===== config.mk =====
export PLATFORM = sky130hd
export DESIGN_NAME = beat_timer_gen
export DESIGN_NICKNAME = d
export VERILOG_FILES = /design/src/rtl/beat_timer_pkg.sv /design/src/rtl/beat_prescaler.sv /design/src/rtl/beat_timer_gen.sv
export SDC_FILE = /design/constraint.sdc
export NUM_CORES = 1
export LEC_CHECK = 0
export CAP_MARGIN = 20
export CORE_AREA = 2 2 55 57
export CTS_CLUSTER_SIZE = 8
export DETAILED_ROUTE_END_ITERATION = 6
export DIE_AREA = 0 0 57 59
export PLACE_DENSITY = 0.66
export REMOVE_ABC_BUFFERS = 1
export SYNTH_ARGS = -nofsm -noshare
export SYNTH_HDL_FRONTEND = slang
export SYNTH_SLANG_ARGS = --single-unit

===== constraint.sdc =====
create_clock -name clk -period 2.7 [get_ports clk]
set_input_delay 0.405 -clock clk [delete_from_list [all_inputs] [get_ports clk]]
set_output_delay 0.405 -clock clk [all_outputs]
set_load 0.05 [all_outputs]

===== src/rtl/beat_timer_pkg.sv =====
// +-----------------------------------------------------------------+
// | beat_timer_pkg : shared state encoding and defaults             |
// | Rev 1.0                                                         |
// +-----------------------------------------------------------------+
`default_nettype none

package beat_timer_pkg;

  localparam int DEF_WIDTH   = 6;
  localparam int DEF_PRESC_W = 4;

  typedef enum logic [1:0] {
    ST_IDLE   = 2'd0,
    ST_RUN    = 2'd1,
    ST_PAUSED = 2'd2
  } state_e;

endpackage

`default_nettype wire


===== src/rtl/beat_prescaler.sv =====
// +-----------------------------------------------------------------+
// | beat_prescaler : emits every (div_i+1)-th tick, clear and hold   |
// | Present only when BEAT_TIMER_PRESCALE_EN is defined. Rev 1.0    |
// +-----------------------------------------------------------------+
`default_nettype none

`ifdef BEAT_TIMER_PRESCALE_EN
module beat_prescaler
  import beat_timer_pkg::*;
#(
  parameter int PRESC_W = DEF_PRESC_W
) (
  input  logic               clk,
  input  logic               rst_n,
  input  logic               tick_i,
  input  logic [PRESC_W-1:0] div_i,
  input  logic               clr_i,
  input  logic               hold_i,
  output logic               tick_o
);

  logic [PRESC_W-1:0] cnt_q;
  logic [PRESC_W-1:0] cnt_d;
  logic               wrap;

  // >= keeps the divider sane if div_i is lowered below the current count
  assign wrap   = tick_i && !hold_i && (cnt_q >= div_i);
  assign tick_o = wrap;

  always_comb begin
    cnt_d = cnt_q;
    if (clr_i) begin
      cnt_d = '0;
    end else if (tick_i && !hold_i) begin
      cnt_d = wrap ? '0 : cnt_q + PRESC_W'(1);
    end
  end

  always_ff @(posedge clk or negedge rst_n) begin
    if (!rst_n) begin
      cnt_q <= '0;
    end else begin
      cnt_q <= cnt_d;
    end
  end

endmodule
`endif

`default_nettype wire


===== src/rtl/beat_timer_gen.sv =====
// +-----------------------------------------------------------------+
// | beat_timer_gen : per-note beat countdown with pause/abort/reload |
// | Optional tick prescaler: BEAT_TIMER_PRESCALE_EN. Rev 1.0         |
// +-----------------------------------------------------------------+
`default_nettype none

module beat_timer_gen
  import beat_timer_pkg::*;
#(
  parameter int WIDTH          = DEF_WIDTH,
  parameter bit RELOAD_DEFAULT = 1'b0
`ifdef BEAT_TIMER_PRESCALE_EN
  , parameter int PRESC_W      = DEF_PRESC_W
`endif
) (
  input  logic               clk,
  input  logic               rst_n,
  input  logic               tick_en,
`ifdef BEAT_TIMER_PRESCALE_EN
  input  logic [PRESC_W-1:0] presc_div,
`endif
  input  logic               load_valid,
  output logic               load_ready,
  input  logic [WIDTH-1:0]   duration,
  input  logic               auto_reload,
  input  logic               pause,
  input  logic               abort,
  output logic               busy,
  output logic               paused,
  output logic [WIDTH-1:0]   remaining,
  output logic               timer_done
);

  state_e             state_q, state_d;
  logic [WIDTH-1:0]   rem_q, rem_d;
  logic [WIDTH-1:0]   dur_q, dur_d;
  logic               reload_q, reload_d;
  logic               done_q, done_d;
  logic               eff_tick;
  logic               term;
  logic               accept;

`ifdef BEAT_TIMER_PRESCALE_EN
  logic presc_clr;
  logic presc_hold;

  // Terminal tick always restarts the division, whether reloading or not
  assign presc_clr  = abort || accept || term;
  assign presc_hold = pause || (state_q != ST_RUN);

  beat_prescaler #(
    .PRESC_W (PRESC_W)
  ) u_presc (
    .clk    (clk),
    .rst_n  (rst_n),
    .tick_i (tick_en),
    .div_i  (presc_div),
    .clr_i  (presc_clr),
    .hold_i (presc_hold),
    .tick_o (eff_tick)
  );
`else
  assign eff_tick = tick_en;
`endif

  assign term       = (state_q == ST_RUN) && eff_tick && !pause && (rem_q == WIDTH'(1));
  assign load_ready = !abort && ((state_q == ST_IDLE) || term);
  assign accept     = load_valid && load_ready;

  always_comb begin
    state_d  = state_q;
    rem_d    = rem_q;
    dur_d    = dur_q;
    reload_d = reload_q;
    done_d   = 1'b0;

    if (abort) begin
      state_d  = ST_IDLE;
      rem_d    = '0;
      reload_d = 1'b0;
    end else begin
      unique case (state_q)
        ST_IDLE: begin
          if (accept) begin
            if (duration != '0) begin
              dur_d    = duration;
              reload_d = auto_reload;
              rem_d    = duration;
              state_d  = ST_RUN;
            end else begin
              done_d = 1'b1;
            end
          end
        end
        ST_RUN: begin
          if (term) begin
            done_d = 1'b1;
            if (accept && (duration != '0)) begin
              dur_d    = duration;
              reload_d = auto_reload;
              rem_d    = duration;
            end else if (!accept && reload_q) begin
              rem_d = dur_q;
            end else begin
              // Plain expiry, or a zero-length note chained onto the terminal tick
              state_d = ST_IDLE;
              rem_d   = '0;
            end
          end else if (pause) begin
            state_d = ST_PAUSED;
          end else if (eff_tick && (rem_q > WIDTH'(1))) begin
            rem_d = rem_q - WIDTH'(1);
          end
        end
        ST_PAUSED: begin
          if (!pause) begin
            state_d = ST_RUN;
          end
        end
        default: begin
          state_d = ST_IDLE;
          rem_d   = '0;
        end
      endcase
    end
  end

  always_ff @(posedge clk or negedge rst_n) begin
    if (!rst_n) begin
      state_q  <= ST_IDLE;
      rem_q    <= '0;
      dur_q    <= '0;
      reload_q <= RELOAD_DEFAULT;
      done_q   <= 1'b0;
    end else begin
      state_q  <= state_d;
      rem_q    <= rem_d;
      dur_q    <= dur_d;
      reload_q <= reload_d;
      done_q   <= done_d;
    end
  end

  assign busy       = (state_q == ST_RUN) || (state_q == ST_PAUSED);
  assign paused     = (state_q == ST_PAUSED);
  assign remaining  = rem_q;
  assign timer_done = done_q;

endmodule

`default_nettype wire


==> metrics.txt <==
CP endpoint kind=primary output; asr flop ratio synth=100%; internal power=727 uW; Longest Clk Path Bufs=2; Iter 0 DRT Violations=46; maximum VDD drop=about 0.00057 V; Hold Path Class=reg2reg; Post-CTS Resized=0; vias in the first global route=between 900 and 1k; Pre-antenna DRT Iters=4; Synth-to-Final Area Change=26.3%; clock sinks=16; final net count=around 160; commonest cells after routing, fill and taps aside=clkdlybuf4s50_1, dfrtp_1, a21oi_1; Final Instance Area=0.00149 mm2; crit share post-route=93.3%; CP Class=reg2out; Total GRT Usage=17.4%; CTS HTree Levels=1; CTS root buffer=clkbuf_4; minimum clock period=2.52 ns; critical path arrival=between 2 and 2.5 ns; sw frac=44.5%; IO Pins=23; Clock Skew=approximately 0.0007 ns; Chip Height=59 um; Synth Area per Inst=between 10 and 15 um2; GRT met1 Usage=approximately 25%; cts hold-fix bufs=0; first-pass GRT wire length=around 4.6 mm; clock network fraction of total power=around an eighth; met2 usage=26.4%; Comb power frac=a little under three fifths; Worst Path Max Fanout=12; Pins Over Slew Limit=0; core area=about 0.0027 mm2; register area share after synthesis=between 30% and 40%; drc violations=0; TritonCTS clock tree=done; clk slew on worst S/H paths=approximately 0.090 ns; die extent in x=about 57 um; largest net degree at the start of global routing=17; Slew headroom=between 50% and 60%; total CTS buffers=3; Final HPWL DP=about 2.1 mm; Die Area=0.00336 mm2; Routed Antenna Nets=0; final WL=2.72 mm; flops & latches, synth=16; Max Clock Freq=0.397 GHz; Core Rows=19; leakage power=~0.6 nW; Starting Density=43.4%; Setup Buffers After CTS=0; Area after DPL=between 0.001 and 0.0015 mm2; cells after synthesis=114; Final Setup Violations=0; part of the power in registers=31.1%; Max Cap Viol=0; total number of vias=approximately 1.0k; GR met3 Demand/Resource=under 10%; commonest non-fill, non-tap cell in the layout=clkdlybuf4s50_1; Final Worst Setup Slack=around 0.18 ns; pre-CTS WS=about 0.31 ns; startpoint types=register; PortBufs=22; total congestion overflow=0; PwrDens=around 880 mW/mm2; routability cong.=0.845; Most used DFF post-synth=dfrtp_1; Netlist cell types=50; drt wl/cell=roughly 16 um; warnings from Yosys=0; Worst EP required=about 2.3 ns; status=complete, no violations; Switch Pwr=slightly below 600 uW; final hold violations=0; Cell Area, Synth=about 0.0012 mm2; clock latency on the worst-skew pair=roughly 0.29 ns; grt peak-use layer=met2; setup repair after global routing missed its margin=false; worst-margin pin slew=about 0.74 ns; share of post-route cells with drive strength above 1=approximately a fifth; EDFF count, synth=0; # diodes=0; via density per instance=roughly 6; initial antenna violation count=0; setup tns final=0 ns
[flip-flops by register name, indices dropped and copies added (netlist names)]
signal and flops:
timer_done 1, remaining 6, state_q 2, reload_q 1, dur_q 6
[layer usage]
layer | vias up | wire length, um
met1 | 501 | 1310
met5 | - | 0
met4 | 0 | 15
li1 | 499 | -
met2 | 30 | 1270
met3 | 2 | 126
[stage by stage]
stage                     instances  hold slack, ns  utilization (%)  total power [mW]
final                           172           0.509             54.8              1.31
after CTS                       172           0.514             54.8              1.32
after global routing            172           0.531             54.8              1.40
after detailed placement        168           0.491             53.5              1.15
after global placement          168           0.484             53.5              1.14
after floorplan                 110           0.109                -             0.920
[worst paths after layout]
check	cells past startpoint	to	slack (ns)	from
worst max-delay path	8	load_ready	0.18	remaining[1]
worst min-delay path	1	dur_q[2]	0.51	dur_q[2]
worst max register to register	7	remaining[2]	0.50	state_q[1]
worst min register to register	1	dur_q[2]	0.51	dur_q[2]
max in group asynchronous	1	dur_q[2]	1.69	rst_n
min in group asynchronous	1	timer_done	0.55	rst_n
[critical path, cell delays in order, from the launching register on]
cell,delay [ns]
dfrtp_1,0.41
inv_1,0.09
ha_1,0.17
nor4bb_1,0.29
buf_4,0.21
and2_4,0.23
nor2_1,0.06
nor2_1,0.19
buf_12,0.17
[logic make-up after synthesis]
logic type	after synthesis	share of synthesized area, %
AOI/OAI and AO/OA	35	24.4
xor gates and xnor gates	1	0.745
adders and majority gates	6	6.38
buffers and inverters	10	4.79
DFF	16	34.0
muxes	8	7.45
and+or+nand+nor	38	22.2
[power by group through the flow]
stage	Clock [mW]	Sequential, mW	Combinational [mW]
2_1_floorplan	0	0.496	0.424
3_3_place_gp	0	0.409	0.734
3_5_place_dp	0	0.412	0.740
4_1_cts	0.167	0.406	0.744
5_1_grt	0.179	0.423	0.795
6_report	0.159	0.407	0.743
[cells in the mapped netlist, types with 2 or more instances]
| library cell | count | area (um2) |
|---|---|---|
| a211oi_1 | 2 | 15.0 |
| a21oi_1 | 8 | 40.0 |
| a311oi_1 | 3 | 26.3 |
| a31oi_1 | 2 | 12.5 |
| a32o_1 | 2 | 20.0 |
| a32oi_1 | 3 | 26.3 |
| and2_2 | 2 | 15.0 |
| and3_1 | 2 | 12.5 |
| dfrtp_1 | 16 | 400 |
| ha_1 | 6 | 75.1 |
| inv_1 | 6 | 22.5 |
| mux2_2 | 6 | 67.6 |
| mux2i_1 | 2 | 20.0 |
| nand2_1 | 7 | 26.3 |
| nand2b_1 | 2 | 12.5 |
| nor2_1 | 3 | 11.3 |
| nor2b_1 | 4 | 25.0 |
| nor3b_1 | 4 | 30.0 |
| nor4_1 | 2 | 12.5 |
| or3_1 | 2 | 12.5 |
[cell type report]
| type | count | area (um2) |
|---|---|---|
| sequential | 16 | 400 |
| timing repair buffer | 27 | 268 |
| multi-input combinational | 88 | 719 |
| clock buffer | 4 | 36.3 |
| tap | 31 | 38.8 |
| fill | 254 | 1220 |
| inverter | 6 | 22.5 |
Note: power is estimated with default switching activity, not from simulation.
